$ cat src/rtl/hazard_stall_unit.sv
`default_nettype none
// ============================================================================
//  Module      : hazard_stall_unit
//  Description : Hazard and stall controller for the five-stage RV32I core.
//                Turns load-use dependencies, taken control transfers and
//                unacknowledged data-memory accesses into PC/IF/ID/EX/MEM
//                enables, flushes and a MEM/WB bubble. Also runs a watchdog
//                over long memory waits and keeps stall/flush counters.
//  Revision    : 1.0 - initial release
// ============================================================================
module hazard_stall_unit #(
    parameter int MEM_TIMEOUT = 16,
    parameter int CNT_W       = 32
) (
    input  logic             clk,
    input  logic             rst_n,
    input  logic [4:0]       ID_rs1Addr,
    input  logic [4:0]       ID_rs2Addr,
    input  logic [6:0]       ID_opCode,
    input  logic [4:0]       EX_rdAddr,
    input  logic [6:0]       EX_opCode,
    input  logic             EX_reg_W_En,
    input  logic             EX_branchTaken,
    input  logic             MEM_memAccess,
    input  logic             dmem_ready,
    output logic             pcWrite_En,
    output logic             IFID_write_En,
    output logic             IFID_flush,
    output logic             IDEX_write_En,
    output logic             IDEX_flush,
    output logic             EXMEM_write_En,
    output logic             MEMWB_bubble,
    output logic             mem_timeout_err,
    output logic [CNT_W-1:0] stall_cycles,
    output logic [CNT_W-1:0] flush_count
);

    localparam int WAIT_W = $clog2(MEM_TIMEOUT + 1);
    localparam logic [WAIT_W-1:0] c_WAIT_MAX = WAIT_W'(MEM_TIMEOUT);

    localparam logic [1:0] c_ST_RUN      = 2'd0;
    localparam logic [1:0] c_ST_MEM_WAIT = 2'd1;
    localparam logic [1:0] c_ST_TIMEOUT  = 2'd2;

    localparam logic [6:0] c_OP_LOAD   = 7'b0000011;
    localparam logic [6:0] c_OP_LUI    = 7'b0110111;
    localparam logic [6:0] c_OP_AUIPC  = 7'b0010111;
    localparam logic [6:0] c_OP_JAL    = 7'b1101111;
    localparam logic [6:0] c_OP_REG    = 7'b0110011;
    localparam logic [6:0] c_OP_BRANCH = 7'b1100011;

    logic              w_rs1_used;
    logic              w_rs2_used;
    logic              w_load_use;
    logic              w_mem_busy;

    logic [1:0]        state_q,           state_d;
    logic [WAIT_W-1:0] wait_cnt_q,        wait_cnt_d;
    logic              mem_timeout_err_q, mem_timeout_err_d;
    logic [CNT_W-1:0]  stall_cycles_q,    stall_cycles_d;
    logic [CNT_W-1:0]  flush_count_q,     flush_count_d;

    // Hazard detection; store rs2 is not a load-use source since WB->MEM forwarding covers it
    always_comb begin
        w_rs1_used = (ID_opCode != c_OP_LUI) && (ID_opCode != c_OP_AUIPC) &&
                     (ID_opCode != c_OP_JAL);
        w_rs2_used = (ID_opCode == c_OP_REG) || (ID_opCode == c_OP_BRANCH);
        w_load_use = (EX_opCode == c_OP_LOAD) && EX_reg_W_En && (EX_rdAddr != 5'd0) &&
                     ((w_rs1_used && (ID_rs1Addr == EX_rdAddr)) ||
                      (w_rs2_used && (ID_rs2Addr == EX_rdAddr)));
        w_mem_busy = MEM_memAccess && !dmem_ready;
    end

    // Pipeline controls by priority: reset, memory freeze, taken branch, load-use
    always_comb begin
        pcWrite_En     = 1'b1;
        IFID_write_En  = 1'b1;
        IFID_flush     = 1'b0;
        IDEX_write_En  = 1'b1;
        IDEX_flush     = 1'b0;
        EXMEM_write_En = 1'b1;
        MEMWB_bubble   = 1'b0;
        if (!rst_n) begin
            pcWrite_En     = 1'b0;
            IFID_write_En  = 1'b0;
            IFID_flush     = 1'b1;
            IDEX_write_En  = 1'b0;
            IDEX_flush     = 1'b1;
            EXMEM_write_En = 1'b0;
            MEMWB_bubble   = 1'b1;
        end else if (w_mem_busy) begin
            // Whole pipeline holds; a pending branch is re-evaluated afterwards
            pcWrite_En     = 1'b0;
            IFID_write_En  = 1'b0;
            IDEX_write_En  = 1'b0;
            EXMEM_write_En = 1'b0;
            MEMWB_bubble   = 1'b1;
        end else if (EX_branchTaken) begin
            IFID_flush     = 1'b1;
            IDEX_flush     = 1'b1;
        end else if (w_load_use) begin
            pcWrite_En     = 1'b0;
            IFID_write_En  = 1'b0;
            IDEX_flush     = 1'b1;
        end
    end

    // Watchdog FSM next state and performance counter increments
    always_comb begin
        state_d           = state_q;
        wait_cnt_d        = wait_cnt_q;
        mem_timeout_err_d = mem_timeout_err_q;
        stall_cycles_d    = stall_cycles_q + (pcWrite_En ? CNT_W'(0) : CNT_W'(1));
        flush_count_d     = flush_count_q  + (IFID_flush ? CNT_W'(1) : CNT_W'(0));
        case (state_q)
            c_ST_RUN: begin
                if (w_mem_busy) begin
                    state_d    = c_ST_MEM_WAIT;
                    wait_cnt_d = WAIT_W'(1);
                end
            end
            c_ST_MEM_WAIT: begin
                if (!w_mem_busy) begin
                    state_d    = c_ST_RUN;
                    wait_cnt_d = '0;
                end else begin
                    if (wait_cnt_q != c_WAIT_MAX) begin
                        wait_cnt_d = wait_cnt_q + WAIT_W'(1);
                    end
                    if (wait_cnt_d == c_WAIT_MAX) begin
                        state_d           = c_ST_TIMEOUT;
                        mem_timeout_err_d = 1'b1;
                    end
                end
            end
            c_ST_TIMEOUT: begin
                if (!w_mem_busy) begin
                    state_d    = c_ST_RUN;
                    wait_cnt_d = '0;
                end
            end
            default: begin
                state_d    = c_ST_RUN;
                wait_cnt_d = '0;
            end
        endcase
    end

    // Registered FSM state, sticky error flag and counters
    always_ff @(posedge clk or negedge rst_n) begin
        if (!rst_n) begin
            state_q           <= c_ST_RUN;
            wait_cnt_q        <= '0;
            mem_timeout_err_q <= 1'b0;
            stall_cycles_q    <= '0;
            flush_count_q     <= '0;
        end else begin
            state_q           <= state_d;
            wait_cnt_q        <= wait_cnt_d;
            mem_timeout_err_q <= mem_timeout_err_d;
            stall_cycles_q    <= stall_cycles_d;
            flush_count_q     <= flush_count_d;
        end
    end

    assign mem_timeout_err = mem_timeout_err_q;
    assign stall_cycles    = stall_cycles_q;
    assign flush_count     = flush_count_q;

endmodule
`default_nettype wire
$ cat config.mk
export PLATFORM = sky130hd
export DESIGN_NAME = hazard_stall_unit
export DESIGN_NICKNAME = d
export VERILOG_FILES = /design/src/rtl/hazard_stall_unit.sv
export SDC_FILE = /design/constraint.sdc
export NUM_CORES = 1
export LEC_CHECK = 0
export CAP_MARGIN = 10
export CELL_PAD_IN_SITES_DETAIL_PLACEMENT = 1
export CELL_PAD_IN_SITES_GLOBAL_PLACEMENT = 2
export CORE_UTILIZATION = 29
export DETAILED_ROUTE_END_ITERATION = 10
export GPL_TIMING_DRIVEN = 0
export HOLD_SLACK_MARGIN = 0.12
export PLACE_DENSITY_LB_ADDON = 0.1
export SYNTH_ARGS = -nofsm -noshare
export SYNTH_HDL_FRONTEND = slang
export SYNTH_SLANG_ARGS = --single-unit
$ cat constraint.sdc
create_clock -name clk -period 2.4 [get_ports clk]
set_clock_uncertainty 0.15 [all_clocks]
set_input_delay 0.36 -clock clk [delete_from_list [all_inputs] [get_ports clk]]
set_output_delay 0.36 -clock clk [all_outputs]
set_load 0.01 [all_outputs]
== Word-level counts from Yosys, hierarchy flattened ==
Index checks and enable logic that the tools add are counted.

* Logic and storage cells: 68
* Bits of input ports: 35
* Output and inout bits: 72
* Register bits after elaboration: 72

* Add/subtract/negate cells: 3
* Mux-type cells: 29
* Eq/ne operators: 15
* Reduce and logical (&&, ||, !) cells: 16

{| class="wikitable"
|+ Operators by type and width
! kind !! count
|-
| $add A32 B1 Y32 || 2
|-
| $mux W5 || 6
|-
| $mux W1 || 17
|-
| $pmux W5 S3 || 1
|-
| $eq A5 B5 Y1 || 2
|-
| $logic_and A1 B1 Y1 || 8
|-
| $mux W2 || 4
|-
| $eq A7 B2 Y1 const B || 1
|-
| $eq A7 B6 Y1 const B || 1
|-
| $eq A7 B7 Y1 const B || 1
|-
| $ne A7 B5 Y1 const B || 1
|-
| $ne A7 B6 Y1 const B || 1
|-
| $ne A7 B7 Y1 const B || 1
|-
| $pmux W2 S3 || 1
|-
| $reduce_and A3 Y1 || 2
|-
| $add A5 B1 Y5 const B || 1
|-
| $eq A5 B5 Y1 const B || 1
|-
| $ne A5 B5 Y1 const B || 1
|-
| $reduce_bool A5 Y1 || 1
|-
| $ne A2 B2 Y1 const B || 2
|-
| $ne A3 B3 Y1 const B || 1
|-
| $eq A2 B1 Y1 const B || 1
|-
| $eq A2 B2 Y1 const B || 1
|-
| $logic_not A2 Y1 || 1
|-
| 3 further kinds || 4
|}

== Depth between registers and ports, before layout ==
Gate-level depths: netlist of run 1.

* Depth in word-level cells: 12
* Gate-level depth with buffers: 13
* Mapped depth without buffers: 12

== Worst setup path before layout of run 1 ==
Ideal clock, no wire load.

* Path type: input-to-reg
* From: in EX_opCode[3]
* To: reg stall_cycles_q[22] (netlist: stall_cycles[22])
* Path buffers: 1
* Data arrival time: 2,695 ps
* Setup time: 125 ps
* Setup slack: -571 ps
* Required time: 2,125 ps
* Stages on the path: 12
* Cells stage by stage: or4b_1 nor4_1 o21ai_0 o31ai_1 ha_1 ha_1 inv_1 nor2_1 and2_1 clkbuf_1 nand4_1 xnor2_1

* Longest elaborated chain between the ends: 10

{| class="wikitable"
|+ RTL lines
! item !! RTL line !! RTL
|-
| from (decl) || 21 || <nowiki>input logic [6:0] EX_opCode,</nowiki>
|-
| $eq A7 B2 Y1 || 68 || <nowiki>w_load_use = (EX_opCode == c_OP_LOAD) && EX_reg_W_En && (EX_rdAddr != 5'd0) &&</nowiki>
|-
| $logic_and A1 B1 Y1 (3 in series) || 68 ||
|-
| $mux W1 || 101 || <nowiki>end else if (w_load_use) begin</nowiki>
|-
| $mux W1 || 98 || <nowiki>end else if (EX_branchTaken) begin</nowiki>
|-
| $mux W1 || 91 || <nowiki>end else if (w_mem_busy) begin</nowiki>
|-
| $mux W1 || 83 || <nowiki>if (!rst_n) begin</nowiki>
|-
| $mux W1 || 113 || <nowiki>stall_cycles_d = stall_cycles_q + (pcWrite_En ? CNT_W'(0) : CNT_W'(1));</nowiki>
|-
| $add A32 B1 Y32 || 113 ||
|-
| via stall_cycles_d[22] || 60 || <nowiki>logic [CNT_W-1:0] stall_cycles_q, stall_cycles_d;</nowiki>
|-
| to (signal assigned) || 161 || <nowiki>stall_cycles_q <= stall_cycles_d;</nowiki>
|-
| to (decl) || 60 ||
|}

The timed path passes the listed nets, and every way through them passes these cells.
A chain may end at the register's enable or synchronous reset.

== Worst setup path in the final report of run 1 ==
* From: in EX_opCode[3]
* To: reg stall_cycles_q[28] (netlist: stall_cycles[28])

The elaborated chain is that of the path after synthesis.

==> results of run 1 <==
-- logic make-up after synthesis --
family          after synthesis
fa+ha+maj                     6
simple gates                140
mux                           2
compound gates               21
buf+inv                      17
flops                        72
xor+xnor                     76
-- state kept, by name (all words and copies together) (netlist names) --
name / cells
mem_timeout_err: 1
stall_cycles: 32
wait_cnt_q: 5
state_q: 2
flush_count: 32
-- per-layer routing --
layer,GRT usage,part of all wire,vias to the layer above
li1,-,-,1429
met1,0.205,0.45,1464
met2,0.252,0.47,89
met3,0.0448,0.065,13
met4,0.0747,0.019,0
met5,0,0,-
-- repair_timing --
item                                    in CTS  in global routing
resized for setup                           80                 40
endpoints found under the setup margin      57                 47
gates cloned                                 0                  0
pin swaps                                   35                 30
hold buffers                                 2                  0
setup buffers                               11                 12
endpoints found under the hold margin       21                  0
-- per-stage QoR --
step	setup WS (ps)	hold slack, ps
2_1_floorplan	-310	-85.6
5_1_grt	-172	271
3_3_place_gp	-3210	294
3_5_place_dp	-1170	146
6_report	-46.1	272
4_1_cts	-216	280
-- tightest hold or removal path, stage by stage --
cell and delay (ps):
buf_4 150, nand2_2 90, ha_4 120
-- report_power, final --
| group | internal [mW] | leakage [nW] | switching (mW) |
|---|---|---|---|
| clock network | 0.959 | 0.159 | 0.492 |
| registers | 1.34 | 0.978 | 0.182 |
| logic | 0.440 | 1.35 | 0.335 |
| total | 2.73 | 2.48 | 1.01 |
-- final cells by class --
cell class | count | area [sq um] | area share
flip-flops and latches | 72 | 1800 | 0.324
plain buffers | 5 | 28.8 | 0.00517
well taps | 143 | 179 | 0.0321
clock buffers | 12 | 256 | 0.0461
clock inverters | 3 | 65.1 | 0.0117
inverters | 10 | 37.5 | 0.00674
multi-input cells | 245 | 1950 | 0.351
repair buffers | 131 | 1240 | 0.224
-- final timing paths --
path                       depth (start not counted)                          to  slack (ps)                        from
setup / recovery                                  12  stall_cycles[28]$_DFF_PN0_         -50                EX_opCode[3]
hold / removal                                     3    flush_count[0]$_DFF_PN0_         270                       rst_n
setup reg to reg                                   5  stall_cycles[29]$_DFF_PN0_         170  stall_cycles[17]$_DFF_PN0_
hold reg to reg                                    1  stall_cycles[31]$_DFF_PN0_         320  stall_cycles[31]$_DFF_PN0_
max in group asynchronous                          2   stall_cycles[1]$_DFF_PN0_         860                       rst_n
min in group asynchronous                          3   flush_count[17]$_DFF_PN0_         560                       rst_n
-- cells in the mapped netlist (all sizes together) --
| cell | number |
|---|---|
| dfrtp | 72 |
| xnor2 | 52 |
| nand2 | 34 |
| nand3 | 33 |
| xor2 | 24 |
| nor2 | 18 |
| and3 | 13 |
| nand4 | 13 |
| inv | 10 |
| nor3 | 7 |
| ha | 6 |
| o21ai | 6 |
| buf | 5 |
| a31oi | 4 |
| and2 | 4 |
| nor4 | 4 |
| and4 | 3 |
| a21o | 2 |
| clkbuf | 2 |
| nand2b | 2 |
| a211o | 1 |
| a211oi | 1 |
| a21oi | 1 |
| a32o | 1 |
| a41oi | 1 |
| and3b | 1 |
| and4bb | 1 |
| mux2 | 1 |
| mux2i | 1 |
| nand3b | 1 |
| nor2b | 1 |
| nor3b | 1 |
| o22a | 1 |
| o311ai | 1 |
| o31a | 1 |
| o31ai | 1 |
| or2 | 1 |
| or3 | 1 |
| or4 | 1 |
| or4b | 1 |
==> impl_metrics.env, run 1 <==
export IMPL_die_area_sq_um=12600
export IMPL_setup_viol=8
export IMPL_grt_usage=0.160
export IMPL_final_common_cell="clkdlybuf4s50_1"
export IMPL_grt_overflow=0
export IMPL_worst_pin_slew_ps=962
export IMPL_drtIter0Drc=88
export IMPL_io_pins=107
export IMPL_synthTopCellsByArea="dfrtp_1, xnor2_1, xor2_1, nand3_1, nand2_1"
export IMPL_ys_seq_area_frac=0.510
export IMPL_cts_tree="built"
export IMPL_synth_top_area_share=0.510
export IMPL_max_vdd_ir_drop_mv=0.313
export IMPL_yosys_mux_area_fraction=0.00602
export IMPL_cp_top_family="simple AND/OR/NAND/NOR gates"
export IMPL_grt_first_pass_wirelength_mm=15.8
export IMPL_syn_num_nets=375
export IMPL_violations="negative setup slack"
export IMPL_synthAdderAreaFrac=0.0213
export IMPL_path_max_fanout=7
export IMPL_synth_compound_gate_area_share=0.0407
export IMPL_cap_violations=0
export IMPL_maxSlewHeadroom=0.357
export IMPL_mostFrequentLayoutCells="clkdlybuf4s50_1, dfrtp_1, xnor2_1, nand3_1, nand2_1"
export IMPL_cts_htree_levels=3
export IMPL_place_gp_congestion=0.734
export IMPL_die_width_microns=112
export IMPL_rsz0062_at_grt="true"
export IMPL_grt_pass1_vias=3191
export IMPL_crit_buf_inv=2
export IMPL_synth_top_family_by_area="simple AND/OR/NAND/NOR gates"
export IMPL_initial_core_util=0.303
export IMPL_yosys_area_share_xor_xnor=0.188
export IMPL_firstDrtPassIters=4
export IMPL_antenna_left=0
export IMPL_cts_sinks=72
export IMPL_setup_slack_ps=-46.1
export IMPL_cp_cell_sequence="buf_6 -> or4b_4 -> nor4_4 -> o21ai_2 -> o31ai_2 -> ha_2 -> ha_4 -> inv_2 -> nor2_4 -> and2_4 -> nand3_1 -> xnor2_1"
export IMPL_final_min_period_over_clock_period=1.02
export IMPL_avgRoutedWirePerCell_microns=15.2
export IMPL_p_leak_nw=2.48
export IMPL_cp_slowest_stage_delay_ps=530
export IMPL_antenna_found_initial=0
export IMPL_setup_tns_ps=-189
export IMPL_max_freq_mhz=409
export IMPL_maxSlewViolCount=0
export IMPL_port_buffers=106
export IMPL_grt_max_degree=52
export IMPL_cts_buffers=9
export IMPL_synth_top_area_cell="dfrtp_1"
export IMPL_routed_wl_mm=9.42
export IMPL_fin_crit_ps=2450
export IMPL_synth_simple_area_share=0.213
export IMPL_hold_violations=0
export IMPL_utilization=0.477
export IMPL_clk_pin_slew_ps=60
export IMPL_via_count=2995
export IMPL_design_area_sq_um=5570
export IMPL_fin_nets=515
export IMPL_yosys_cell_types_count=48
export IMPL_fp_dieH_microns=112
export IMPL_yosysWarnings=0
export IMPL_pwr_density_cell_nw_per_um2=673
export IMPL_worstPathArrival_ps=2520
export IMPL_placed_cell_area_sq_um=4840
export IMPL_path_class="in2reg"
export IMPL_syn_inst=334
export IMPL_worst_setup_path_end_kind="register"
export IMPL_coreArea_sq_um=11700
export IMPL_final_layout_size_suffix_gt1_frac=0.226
export IMPL_final_cells=621
export IMPL_ys_ff_latch=72
export IMPL_syn_area_per_cell_sq_um=10.6
export IMPL_power_mw=3.74
export IMPL_cp_slowest_cell="or4b_4"
export IMPL_startpoint_type="primary input"
export IMPL_netlist_area_sq_um=3530
export IMPL_syn_to_final_growth_pct=57.6
export IMPL_nFillCells=1286
export IMPL_via_per_inst=4.82
export IMPL_status="finished with violations"
export IMPL_clock_path_buffers=2
export IMPL_drc=0
export IMPL_dp_cells=584
export IMPL_critical_path_required_ps=2470
export IMPL_cts_root_buf="clkbuf_16"
export IMPL_clock_latency_ps=330
export IMPL_hpwl_mm=6.71
export IMPL_hold_class="in2reg"
export IMPL_rows=39
export IMPL_antennaDiodeCount=0
Power figures use the tool's default switching activity.
==> run 2, diff against run 1 <==
--- a/config.mk
+++ b/config.mk
@@ -12,6 +12,7 @@
 export DETAILED_ROUTE_END_ITERATION = 10
 export GPL_TIMING_DRIVEN = 0
 export HOLD_SLACK_MARGIN = 0.12
+export MAX_ROUTING_LAYER = met4
 export PLACE_DENSITY_LB_ADDON = 0.1
 export SYNTH_ARGS = -nofsm -noshare
 export SYNTH_HDL_FRONTEND = slang
==> run 2 against run 1 <==
Net effect:
- the flow still finishes with violations (negative setup slack)
- total power barely moved
- critical path depth did not move
- combinational power barely moved
- cell area barely moved
- clock-buffer cell count did not move
- critical path type unchanged
==> impl_metrics.env, run 2 (synthesis results as in run 1) <==
export IMPL_status="finished with violations"
export IMPL_violations="negative setup slack"
export IMPL_antennaDiodeCount=0
export IMPL_path_class="in2reg"
export IMPL_placed_cell_area_sq_um=4840
export IMPL_clk_pin_slew_ps=60
export IMPL_crit_end="stall_cycles[28]$_DFF_PN0_"
export IMPL_final_min_period_over_clock_period=1.02
export IMPL_cts_htree_levels=3
export IMPL_cts_root_buf="clkbuf_16"
export IMPL_hold_class="in2reg"
export IMPL_die_area_sq_um=12600
export IMPL_grt_pass1_vias=3194
export IMPL_power_mw=3.74
export IMPL_nFillCells=1285
export IMPL_dp_cells=584
export IMPL_final_layout_size_suffix_gt1_frac=0.224
export IMPL_avgRoutedWirePerCell_microns=15.2
export IMPL_cts_sinks=72
export IMPL_rows=39
export IMPL_fin_nets=515
export IMPL_utilization=0.477
export IMPL_via_per_inst=4.81
export IMPL_drc=0
export IMPL_grt_max_degree=52
export IMPL_setup_viol=8
export IMPL_port_buffers=106
export IMPL_hold_violations=0
export IMPL_rr_startpoint="stall_cycles[17]$_DFF_PN0_"
export IMPL_clock_path_buffers=2
export IMPL_initial_core_util=0.303
export IMPL_cts_tree="built"
export IMPL_maxSlewViolCount=0
export IMPL_crit_start="EX_opCode[3]"
export IMPL_firstDrtPassIters=4
export IMPL_via_count=2987
export IMPL_grt_first_pass_wirelength_mm=15.8
export IMPL_cap_violations=0
export IMPL_max_freq_mhz=409
export IMPL_grt_usage=0.166
export IMPL_worstPathArrival_ps=2520
export IMPL_design_area_sq_um=5570
export IMPL_regToRegSetupSlack_ps=150
export IMPL_antenna_found_initial=0
export IMPL_pwr_density_cell_nw_per_um2=673
export IMPL_worstRegToRegCells=5
export IMPL_cts_buffers=9
export IMPL_drtIter0Drc=124
export IMPL_max_vdd_ir_drop_mv=0.315
export IMPL_critical_path_required_ps=2470
export IMPL_startpoint_type="primary input"
export IMPL_fin_crit_ps=2450
export IMPL_antenna_left=0
export IMPL_die_width_microns=112
export IMPL_p_leak_nw=2.48
export IMPL_worst_setup_path_end_kind="register"
export IMPL_maxSlewHeadroom=0.354
export IMPL_mostFrequentLayoutCells="clkdlybuf4s50_1, dfrtp_1, xnor2_1, nand3_1, nand2_1"
export IMPL_rsz0062_at_grt="true"
export IMPL_path_max_fanout=7
export IMPL_preCtsSetupSlack_ps=-1170
export IMPL_setup_tns_ps=-191
export IMPL_place_gp_congestion=0.743
export IMPL_worst_pin_slew_ps=966
export IMPL_setup_slack_ps=-46.0
export IMPL_multiInputGateArea_sq_um=1950
export IMPL_syn_to_final_growth_pct=57.6
export IMPL_final_cells=621
export IMPL_hpwl_mm=6.71
export IMPL_routed_wl_mm=9.41
export IMPL_r2r_end="stall_cycles[29]$_DFF_PN0_"
export IMPL_io_pins=107
export IMPL_seqCellArea_sq_um=1800
export IMPL_fp_dieH_microns=112
export IMPL_clock_latency_ps=330
export IMPL_fin_hold_ws_ps=268
export IMPL_final_common_cell="clkdlybuf4s50_1"
export IMPL_grt_overflow=0
export IMPL_coreArea_sq_um=11700
[run 2: cell counts in the layout (fill, tap and decap cells not counted)]
No cell type changed its count.
[run 2: timing repair]
item	4_1_cts	5_1_grt
buffers inserted	11	12
resized for setup	80	39
pin swaps	35	30
endpoints found under the hold margin	21	0
setup endpoints to repair	57	47
hold buffers	2	0
[run 2: cell type report]
cell class | count | share of cell area
Inverter | 10 | 0.00674
Buffer | 5 | 0.00517
Clock inverter | 3 | 0.0117
Multi-Input combinational cell | 245 | 0.351
Tap cell | 143 | 0.0321
Clock buffer | 12 | 0.0461
Timing Repair Buffer | 131 | 0.224
Sequential cell | 72 | 0.324
[run 2: critical path, cell delays in order]
cell     delay [ps]
buf_6            90
or4b_4          530
nor4_4          150
o21ai_2         110
o31ai_2         190
ha_2            280
ha_4            160
inv_2            40
nor2_4           90
and2_4          230
nand3_1         110
xnor2_1         170
[run 2: worst min path at each step]
stage          cells after the start                          end                   startpoint  slack (ps)
2_1_floorplan                      0     flush_count[0]$_DFF_PN0_                        rst_n         -90
3_3_place_gp                       1  mem_timeout_err$_DFFE_PN0P_  mem_timeout_err$_DFFE_PN0P_         290
3_5_place_dp                       1    flush_count[21]$_DFF_PN0_                        rst_n         150
4_1_cts                            3     flush_count[0]$_DFF_PN0_                        rst_n         280
5_1_grt                            3     flush_count[0]$_DFF_PN0_                        rst_n         270
6_report                           3     flush_count[0]$_DFF_PN0_                        rst_n         270
[run 2: per-layer routing]
metal  share of wire  vias up  GRT usage
met1            0.46     1459      0.208
li1                -     1429          -
met5               0        -          -
met3           0.058       13     0.0405
met4           0.019        0     0.0747
met2            0.46       86      0.252
[run 2: power by group]
part,leakage (nW),internal (mW),switching [mW],total [mW]
logic,1.35,0.440,0.334,0.774
registers,0.978,1.34,0.182,1.52
clock network,0.159,0.959,0.493,1.45
